`config.mk`:
```
export PLATFORM = sky130hd
export DESIGN_NAME = uart_tx_fifo_drain_flat
export DESIGN_NICKNAME = d
export VERILOG_FILES = /design/src/rtl/uart_tx_fifo_drain_pkg.sv /design/src/rtl/uart_tx_fifo_drain_if.sv /design/src/rtl/uart_tx_parity.sv /design/src/rtl/uart_tx_fifo_drain.sv /design/src/flat_wrapper.sv
export SDC_FILE = /design/constraint.sdc
export NUM_CORES = 1
export LEC_CHECK = 0
export ABC_AREA = 0
export CAP_MARGIN = 20
export CORE_MARGIN = 3
export CORE_UTILIZATION = 45
export CTS_CLUSTER_DIAMETER = 100
export DETAILED_ROUTE_END_ITERATION = 8
export PLACE_DENSITY = 0.69
export SKIP_CTS_REPAIR_TIMING = 1
export SLEW_MARGIN = 25
export SYNTH_ARGS = -nofsm -noshare
export SYNTH_HDL_FRONTEND = slang
export SYNTH_SLANG_ARGS = --single-unit
```
`constraint.sdc`:
```
create_clock -name clk -period 2.44 [get_ports clk]
set_input_delay 0.366 -clock clk [delete_from_list [all_inputs] [get_ports clk]]
set_output_delay 0.366 -clock clk [all_outputs]
set_load 0.02 [all_outputs]
```
`src/rtl/uart_tx_fifo_drain_pkg.sv`:
```
// Shared types and constants for the FIFO-draining UART transmitter.
// Covers FSM state encoding, parity selectors and line levels.
package uart_tx_fifo_drain_pkg;

  localparam int unsigned DATA_W = 8;

  typedef enum logic [2:0] {
    IDLE   = 3'd0,
    START  = 3'd1,
    DATA   = 3'd2,
    PARITY = 3'd3,
    STOP   = 3'd4
  } tx_state_e;

  localparam logic PAR_EVEN  = 1'b0;
  localparam logic PAR_ODD   = 1'b1;
  localparam logic IDLE_LVL  = 1'b1;
  localparam logic START_LVL = 1'b0;

endpackage

```
`src/rtl/uart_tx_fifo_drain_if.sv`:
```
// FIFO read side, frame configuration and serial line of the UART transmitter.
interface uart_tx_fifo_drain_if
  import uart_tx_fifo_drain_pkg::*;
#(
  parameter int unsigned DATA_WIDTH = DATA_W
);

  logic                  empty;
  logic [DATA_WIDTH-1:0] rd_data;
  logic                  r_inc;
  logic                  par_en;
  logic                  par_typ;
  logic                  tx_out;
  logic                  busy;

  modport master (
    output empty, rd_data, par_en, par_typ,
    input  r_inc, tx_out, busy
  );

  modport slave (
    input  empty, rd_data, par_en, par_typ,
    output r_inc, tx_out, busy
  );

endinterface

```
`src/rtl/uart_tx_parity.sv`:
```
// Combinational parity of one payload word; even or odd selected by par_typ.
module uart_tx_parity
  import uart_tx_fifo_drain_pkg::*;
#(
  parameter int unsigned DATA_WIDTH = DATA_W
) (
  input  logic [DATA_WIDTH-1:0] data,
  input  logic                  par_typ,
  output logic                  par_c
);

  assign par_c = (^data) ^ (par_typ == PAR_ODD);

endmodule

```
`src/rtl/uart_tx_fifo_drain.sv`:
```
// UART transmitter draining an async FIFO read port: one pop per frame,
// back-to-back frames while data is available, line idle high otherwise.
module uart_tx_fifo_drain
  import uart_tx_fifo_drain_pkg::*;
#(
  parameter int unsigned DATA_WIDTH = DATA_W
) (
  input  logic                 clk,
  input  logic                 rst_n,
  uart_tx_fifo_drain_if.slave  bus
);

  localparam int unsigned CNT_W = (DATA_WIDTH > 1) ? $clog2(DATA_WIDTH) : 1;
  localparam logic [CNT_W-1:0] LAST_BIT = CNT_W'(DATA_WIDTH - 1);

  tx_state_e             state_q;
  logic [DATA_WIDTH-1:0] shift_q;
  logic [CNT_W-1:0]      cnt_q;
  logic                  par_en_q;
  logic                  par_q;
  logic                  tx_out_q;
  logic                  busy_q;
  logic                  r_inc_q;
  logic                  par_fetch_c;
  logic                  fetch_c;

  uart_tx_parity #(
    .DATA_WIDTH (DATA_WIDTH)
  ) u_parity (
    .data    (bus.rd_data),
    .par_typ (bus.par_typ),
    .par_c   (par_fetch_c)
  );

  // A new word is taken only at the frame boundaries: from idle or from the stop bit.
  assign fetch_c = !bus.empty && ((state_q == IDLE) || (state_q == STOP));

  always_ff @(posedge clk or negedge rst_n) begin
    if (!rst_n) begin
      state_q  <= IDLE;
      shift_q  <= '0;
      cnt_q    <= '0;
      par_en_q <= 1'b0;
      par_q    <= 1'b0;
      tx_out_q <= IDLE_LVL;
      busy_q   <= 1'b0;
      r_inc_q  <= 1'b0;
    end else begin
      r_inc_q <= 1'b0;
      if (fetch_c) begin
        shift_q  <= bus.rd_data;
        par_en_q <= bus.par_en;
        par_q    <= par_fetch_c;
        r_inc_q  <= 1'b1;
        tx_out_q <= START_LVL;
        busy_q   <= 1'b1;
        state_q  <= START;
      end else begin
        unique case (state_q)
          IDLE: begin
            tx_out_q <= IDLE_LVL;
            busy_q   <= 1'b0;
          end
          START: begin
            tx_out_q <= shift_q[0];
            shift_q  <= shift_q >> 1;
            cnt_q    <= '0;
            state_q  <= DATA;
          end
          DATA: begin
            if (cnt_q == LAST_BIT) begin
              if (par_en_q) begin
                tx_out_q <= par_q;
                state_q  <= PARITY;
              end else begin
                tx_out_q <= IDLE_LVL;
                state_q  <= STOP;
              end
            end else begin
              tx_out_q <= shift_q[0];
              shift_q  <= shift_q >> 1;
              cnt_q    <= cnt_q + CNT_W'(1);
            end
          end
          PARITY: begin
            tx_out_q <= IDLE_LVL;
            state_q  <= STOP;
          end
          STOP: begin
            tx_out_q <= IDLE_LVL;
            busy_q   <= 1'b0;
            state_q  <= IDLE;
          end
          default: begin
            tx_out_q <= IDLE_LVL;
            busy_q   <= 1'b0;
            state_q  <= IDLE;
          end
        endcase
      end
    end
  end

  assign bus.tx_out = tx_out_q;
  assign bus.busy   = busy_q;
  assign bus.r_inc  = r_inc_q;

endmodule
```
`src/flat_wrapper.sv`:
```
// flat-port wrapper written by rule: the top's interface ports become plain ports
module uart_tx_fifo_drain_flat import uart_tx_fifo_drain_pkg::*;
#(
  parameter int unsigned DATA_WIDTH = DATA_W
)
  (clk, rst_n, bus_empty, bus_rd_data, bus_par_en, bus_par_typ, bus_r_inc, bus_tx_out, bus_busy);
  uart_tx_fifo_drain_if #(.DATA_WIDTH(DATA_WIDTH)) bus_i ();
  input  logic clk;
  input  logic rst_n;
  input wire logic [$bits(bus_i.empty)-1:0] bus_empty;
  input wire logic [$bits(bus_i.rd_data)-1:0] bus_rd_data;
  input wire logic [$bits(bus_i.par_en)-1:0] bus_par_en;
  input wire logic [$bits(bus_i.par_typ)-1:0] bus_par_typ;
  output wire logic [$bits(bus_i.r_inc)-1:0] bus_r_inc;
  output wire logic [$bits(bus_i.tx_out)-1:0] bus_tx_out;
  output wire logic [$bits(bus_i.busy)-1:0] bus_busy;
  assign bus_i.empty = bus_empty;
  assign bus_i.rd_data = bus_rd_data;
  assign bus_i.par_en = bus_par_en;
  assign bus_i.par_typ = bus_par_typ;
  assign bus_r_inc = bus_i.r_inc;
  assign bus_tx_out = bus_i.tx_out;
  assign bus_busy = bus_i.busy;
  uart_tx_fifo_drain #(.DATA_WIDTH(DATA_WIDTH)) u_core (.clk(clk), .rst_n(rst_n), .bus(bus_i));
endmodule
```
; ---- Word level (Yosys, flattened, before mapping)
; Index checks and enable logic that the tools add are counted.
[totals]
register_bits = 19
[classes]
reduce_logical = 11
mux = 16
bitwise_logic = 2
add_sub_neg = 1
n_eq_ne = 10
[ops]
columns = cell, count
row1 = two-way mux 8 bit, 2
row2 = case mux 8 bit (2 select lines), 1
row3 = two-way mux 3 bit, 4
row4 = case mux 3 bit (4 select lines), 1
row5 = parity 8 bit, 1
row6 = equality test 3 x 2 -> 1 bit (second input constant), 2
row7 = equality test 3 bit (second input constant), 2
row8 = two-way mux 1 bit, 6
row9 = case mux 3 bit (2 select lines), 1
row10 = inequality test 2 x 1 -> 1 bit (second input constant), 2
row11 = AND reduction 2 bit, 2
row12 = adder 3 x 1 -> 3 bit (second input constant), 1
row13 = equality test 3 x 1 -> 1 bit (second input constant), 1
row14 = zero test 3 bit, 1
row15 = inequality test 3 x 1 -> 1 bit (second input constant), 1
row16 = inequality test 3 x 2 -> 1 bit (second input constant), 1
row17 = AND reduction 3 bit, 1
row18 = nonzero test 3 bit, 1
row19 = OR reduction 3 bit, 1
row20 = inequality test 2 bit (second input constant), 1
row21 = case mux 1 bit (2 select lines), 1
row22 = nonzero test 2 bit, 1
row23 = logical AND 1 bit, 1
row24 = zero test 1 bit, 1
row25 = other kinds (3), 3

; ---- Logic depth before layout (Yosys ltp)
[depth]
ltp_word = 5
depth_mapped = 6
ltp_nobuf = 6

; ---- Modules after synthesis
; Synthesis repeated with hierarchy kept, for this count alone.
[unflattened]
hier_cells = 85
hier_area_um2 = 1061.0
[by_module_without_submodules]
columns = mod, seq_area_each_um2, area_each_um2, n_inst, cells_each
row1 = uart_tx_fifo_drain, 476.7, 978.4, 1, 78
row2 = uart_tx_parity, 0.0, 82.6, 1, 7

; ---- Worst setup path before layout
; Ideal clock, no wire load.
[synth_timing]
kind = flip-flop to flip-flop
start = reg u_core.cnt_q[0]
end = reg u_core.shift_q[0]
arrival_ns = 1.529
synth_period_minus_slack_ns = 1.648
stages_incl_launch_ff = 6
slack_ns = 0.792
t_required_ns = 2.322
cell_sequence = dfrtp_1 ha_1 ha_1 o32ai_4 nor2_4 a21o_1
[synth_via]
elab_chain_cells = 3
[synth_rtl]
columns = item, line
row1 = "start, declared", uart_tx_fifo_drain.sv:18  ; logic [CNT_W-1:0] cnt_q;
row2 = "start signal, assigned", uart_tx_fifo_drain.sv:82  ; cnt_q <= cnt_q + CNT_W'(1);
row3 = equality test 3 bit, uart_tx_fifo_drain.sv:71  ; if (cnt_q == LAST_BIT) begin
row4 = inequality test 3 x 2 -> 1 bit (no line), --
row5 = AND reduction 2 bit (no line), --
row6 = "end signal, assigned", uart_tx_fifo_drain.sv:51  ; shift_q <= bus.rd_data;
row7 = "end signal, assigned", uart_tx_fifo_drain.sv:66  ; shift_q <= shift_q >> 1;
row8 = "end signal, assigned", uart_tx_fifo_drain.sv:81  ; shift_q <= shift_q >> 1;
row9 = "end, declared", uart_tx_fifo_drain.sv:17  ; logic [DATA_WIDTH-1:0] shift_q;
; Every way passes these cells.
; A chain may end at the register's enable or synchronous reset.

; ---- Worst setup path in the final report
[layout_timing]
start = reg u_core.cnt_q[0]
end = reg u_core.shift_q[3]
; Same word-level chain as after synthesis.

==> results.json <==
{
  "status": "finished, final reports clean",
  "cts_tree": "done",
  "place.gp.congestion": 0.714,
  "boundaryPins": 16,
  "routed_via_density": 5.27,
  "synthTopCellsByArea": "dfrtp_1, a22o_1, a21o_1",
  "crit_path_start_kind": "register",
  "clock_latency_ns": 0.30,
  "yosysTopAreaCell": "dfrtp_1",
  "drc": 0,
  "placed_cell_area_um2": 1140,
  "drv_cap": 0,
  "critPathKind": "register to register",
  "coreArea_um2": 2000,
  "slowest_delay_ns": 0.52,
  "num_rows": 16,
  "fmax_ghz": 0.532,
  "io_buffers": 15,
  "dp_hpwl_um": 1340,
  "clkSinkCount": 19,
  "period_share": 0.770,
  "antenna_found_initial": 0,
  "grt.total_usage": 0.148,
  "yosysWarnings": 0,
  "cts_made_buffers": 3,
  "overflow": 0,
  "wl_met2_um": 807,
  "r2r-start": "u_core.cnt_q[0]",
  "tightest_slew_ns": 0.506,
  "final_max_slew_viol_count": 0,
  "pre_cts_ws_ns": 0.534,
  "fin_crit_ns": 1.88,
  "fin_worst_skew_ns": 0.00548,
  "cp_num_cells": 5,
  "final_cell_area_um2": 1170,
  "synthArstFlopShare": 1.00,
  "seq_area_frac_synth": 0.492,
  "wl_met3_um": 71,
  "crit_required_ns": 2.64,
  "worstPathCellList": "ha_1 -> ha_1 -> o32ai_4 -> nor2_4 -> a21o_1",
  "area.growth.synth_to_final_pct": 21.2,
  "synthDistinctLibCells": 26,
  "grt_pass1_vias": 659,
  "synth_common_cells": "dfrtp_1, a21o_1, nand2_1, o21ai_0, a22o_1",
  "path_clk_slew_ns": 0.11,
  "powerDensity_nw_per_um2": 1140,
  "yosysMostFrequentCell": "dfrtp_1",
  "syn-instance-count": 86,
  "hold_violations": 0,
  "tns_ns": 0,
  "syn_area_um2": 970,
  "first_pass_iters": 4,
  "initial_core_util": 0.484,
  "rsz0062_at_grt": "no",
  "synth_seq_cells": 19,
  "num_vias": 691,
  "die-area_um2": 2750,
  "timing.rr.end": "u_core.shift_q[3]",
  "cp-end-kind": "register",
  "ys.flop_type": "dfrtp_1",
  "crit_slowest_cell": "o32ai_4",
  "top_layer_used": "met4",
  "worst-path-buf-inv": 0,
  "ant_nets": 0,
  "syn_nets": 101,
  "synth_edf_count": 0,
  "wl_um": 1740,
  "cp.arrival_ns": 2.08,
  "rr_worst_depth": 5,
  "grt_max_degree": 20,
  "die_x_um": 52.4,
  "synth_top_area_frac": 0.465,
  "drtIter0Drc": 5,
  "vdd_drop_max_mv": 0.567,
  "grt_pass1_wl_um": 2890,
  "crit_family": "compound AO/OA/AOI/OAI gates",
  "met1_length_um": 831,
  "p_leak_nw": 0.546,
  "fp.dieH_um": 52.4,
  "hold_path.class": "input port to asynchronous set/reset pin",
  "final-setup-viol-count": 0,
  "htree_levels": 1,
  "clk_path_buf_depth": 2,
  "drive_gt1_frac": 0.115,
  "final_nets": 120,
  "post_drt_wl_per_cell_um": 13.3,
  "relSlewSlack": 0.663,
  "r2r_setup_slack_ns": 0.56,
  "crit_fanout": 10,
  "root_buffer": "clkbuf_4",
  "avgSynthCellArea_um2": 11.3,
  "postLayoutSetupSlackWorst_ns": 0.561,
  "n_antenna_cell": 0,
  "crit_path_frequent_cell": "ha_1"
}
layout by cell type, fill, tap and decap left out, drive strengths merged, types with 3 or more instances in the layout:
master          n
dfrtp          18
clkdlybuf4s50  15
o21ai           8
a21o            8
nand2           8
a22o            7
nor2            6
xnor2           5
nand2b          4
a22oi           3
a21oi           3
clkbuf          3
inv             3
worst reg2reg max path: stages (launching register included):
cell and delay [ns]:
dfrtp_1 0.42, ha_1 0.21, ha_1 0.28, o32ai_4 0.53, nor2_4 0.12, a21o_1 0.21
metrics by stage:
stage / power [W] / cells / utilization / hold slack [ns]
2_1_floorplan: 0.00102 / 86 / - / 0.0704
3_3_place_gp: 0.00116 / 127 / 0.572 / 0.460
3_5_place_dp: 0.00119 / 127 / 0.572 / 0.468
4_1_cts: 0.00135 / 131 / 0.587 / 0.381
5_1_grt: 0.00145 / 131 / 0.587 / 0.379
6_report: 0.00134 / 131 / 0.587 / 0.381
kinds of logic (layout without fill, tap and decap cells):
kind of cell	after synthesis	count (layout)	share of synthesized area
XOR/XNOR	7	7	0.0774
flip-flops	19	19	0.492
AND/OR/NAND/NOR	20	20	0.112
adder cells (fa/ha/maj)	2	2	0.0258
AO/OA/AOI/OAI	31	31	0.243
multiplexers	2	2	0.0219
buffers and inverters	5	23	0.0284
flip-flops by register name (all words and copies together) (netlist names):
name	cells
u_core.shift_q	8
u_core.cnt_q	3
u_core.state_q	3
u_core.bus.busy	1
u_core.bus.r_inc	1
u_core.bus.tx_out	1
u_core.par_en_q	1
u_core.par_q	1
layer usage:
layer | up-vias | GRT usage
met4 | 0 | 0.0553
met5 | - | 0
met3 | 4 | 0.0370
met1 | 328 | 0.208
met2 | 11 | 0.219
li1 | 348 | -
power breakdown:
part | switching (W) | internal, W
Combinational | 0.000291 | 0.000305
Clock | 0.0000986 | 0.0000625
Sequential | 0.000114 | 0.000464
final cells by class:
class	instances	area, um2
multi-input combinational	62	465
clock buffer	3	22.5
sequential	19	477
tap	27	33.8
clock inverter	1	7.51
inverter	3	11.3
timing repair buffer	16	158
fill	185	827
worst max path at each step:
stage	from	end	slack [ns]
after global placement	bus_rd_data[2]	u_core.par_q	0.54
after floorplan	u_core.cnt_q[0]	u_core.shift_q[0]	0.79
after global routing	u_core.cnt_q[0]	u_core.shift_q[6]	0.40
final	u_core.cnt_q[0]	u_core.shift_q[3]	0.56
after CTS	u_core.cnt_q[0]	u_core.shift_q[3]	0.56
after detailed placement	bus_rd_data[2]	u_core.par_q	0.53
Power figures use the tool's default switching activity.
==> RTL edit: new RTL, same settings <==
Set the package constant `DATA_W` to 4 (it was 8).
--- a/src/rtl/uart_tx_fifo_drain_pkg.sv
+++ b/src/rtl/uart_tx_fifo_drain_pkg.sv
@@ -4,3 +4,3 @@
 
-  localparam int unsigned DATA_W = 8;
+  localparam int unsigned DATA_W = 4;
 
Ports: changed (resized bus_rd_data); port bits go from 16 to 12. The function was not compared with the original's and may differ.
==> RTL edit against the original RTL <==
  * Area after synthesis fell by 20%
  * Sequential cell count is 5 lower
  * Worst setup slack better by 130 ps
  * Clock power shrank 14%
  * Total power is 22% lower
  * Sequential share of layout area fell by 1.5 points
  * Final area is 23% lower
  * Die area down 17%
  * Sequential power down 24%
  * Routed wire length shrank 22%
  * Largest cell class is now multi-input combinational cells
==> RTL edit: results (changes against the original RTL) <==
Non-clk invs: 4 (was 3)
VDD IR max: 0.000477 V (was 0.000567 V)
Post-Synth XOR/XNOR Area: 5.14% (was 7.74%)
Layout Nets: 94 (was 120)
Vias per cell: 5.58 (was 5.27)
Compound-cell area share of the yosys netlist: 21.0% (was 24.3%)
Non-CTS buffers: 11 (was 16)
Wire length on met2: 677 um (was 807 um)
Global router's overall resource usage: 14.3% (was 14.8%)
Placed cell area: 873 um^2 (was 1140 um^2)
Vias in the first global route: 513 (was 659)
Skew final: 1.13 ps (was 5.48 ps)
First-pass GRT wire length: 2210 um (was 2890 um)
Post-Syn Nets: 81 (was 101)
Switching Share: 39.0% (was 37.7%)
Mux cell area share after synthesis: 1.28% (was 2.19%)
Outcome: complete, no violations (unchanged)
Met1 Track Usage GR: 19.0% (was 20.8%)
Clock share of power: 13.3% (was 12.1%)
Worst-path fanout max: 1 (was 10)
Sequential share of the synthesized area: 45.1% (was 49.2%)
Clock buffers: 4 (was 3)
Reg2reg path depth: 3 (was 5)
Biggest regs: u_core.shift_q x4, u_core.state_q x3, u_core.cnt_q x2 (was u_core.shift_q x8, u_core.cnt_q x3, u_core.state_q x3)
Netlist cell types: 30 (was 26)
# port buffers: 11 (was 15)
CP max stage delay: 590 ps (was 520 ps)
Synth Area in Adders: 1.61% (was 2.58%)
Met3 routed WL: 45 um (was 71 um)
Met2 Usage GRT: 21.4% (was 21.9%)
GR Util met3: 3.38% (was 3.70%)
Most area-consuming cells after synthesis: dfrtp_1 (42%), nand2_1 (6.7%), o211ai_2 (4.8%), o211ai_1 (3.9%), dfstp_2 (3.4%) (was dfrtp_1 (46%), a22o_1 (6.3%), a21o_1 (6.2%), xnor2_1 (4.5%), o21ai_0 (4.1%))
Most frequent cells after synthesis: nand2_1 (14), dfrtp_1 (13), o211ai_1 (4) (was dfrtp_1 (18), a21o_1 (8), nand2_1 (8), o21ai_0 (8), a22o_1 (7))
Buffering overhead: 12.2% (was 13.4%)
Metal1 wirelength: 620 um (was 831 um)
Clk Latency, worst-skew pair: 280 ps (was 300 ps)
Reg2reg end: u_core.shift_q[2] (was u_core.shift_q[3])
Largest net degree at the start of global routing: 15 (was 20)
CP top delay family: buffers and inverters (was compound AO/OA/AOI/OAI gates)
#MultiIn Comb: 50 (was 62)
Share of cells above drive strength 1: 14.5% (was 11.5%)
Worst setup endpoint: bus_tx_out (was u_core.shift_q[3])
Routability cong.: 0.714 (about the same)
Detailed Place HPWL: 1030 um (was 1340 um)
Logic pwr share: 44.9% (was 44.6%)
1st-iter DRT viols: 10 (was 5)
Fraction of area in multi-input gates: 40.5% (was 39.6%)
Reg2Reg Setup Slack: 940 ps (was 560 ps)
Arrival @ worst endpoint: 1380 ps (was 2080 ps)
Register area: 352 um^2 (was 477 um^2)
Reg2reg start: u_core.state_q[0] (was u_core.cnt_q[0])
FILL cells: 141 (was 185)
==> RTL edit: per-stage QoR <==
stage	setup WS (ps)	util [%]	power [mW]	std cells
finish	690	57.1	1.05	99
global route	648	57.1	1.13	99
CTS	678	57.1	1.06	99
detailed placement	747	55.4	0.916	95
global placement	765	55.4	0.903	95
floorplan	1150	-	0.819	71
==> RTL edit: worst min path at each step <==
stage,start,slack (ps),endpoint,depth (start not counted)
4_1_cts,rst_n,490,u_core.shift_q[0],1
3_5_place_dp,u_core.shift_q[0],500,u_core.bus.tx_out,1
5_1_grt,rst_n,510,u_core.cnt_q[0],1
3_3_place_gp,u_core.par_q,470,u_core.par_q,2
2_1_floorplan,rst_n,70,u_core.bus.busy,0
6_report,rst_n,460,u_core.shift_q[0],1
==> RTL edit: cells by family after synthesis <==
kind of cell,count (synthesis)
compound gates,20
xor+xnor,3
fa+ha+maj,1
buf+inv,7
flops,14
mux,1
simple gates,25
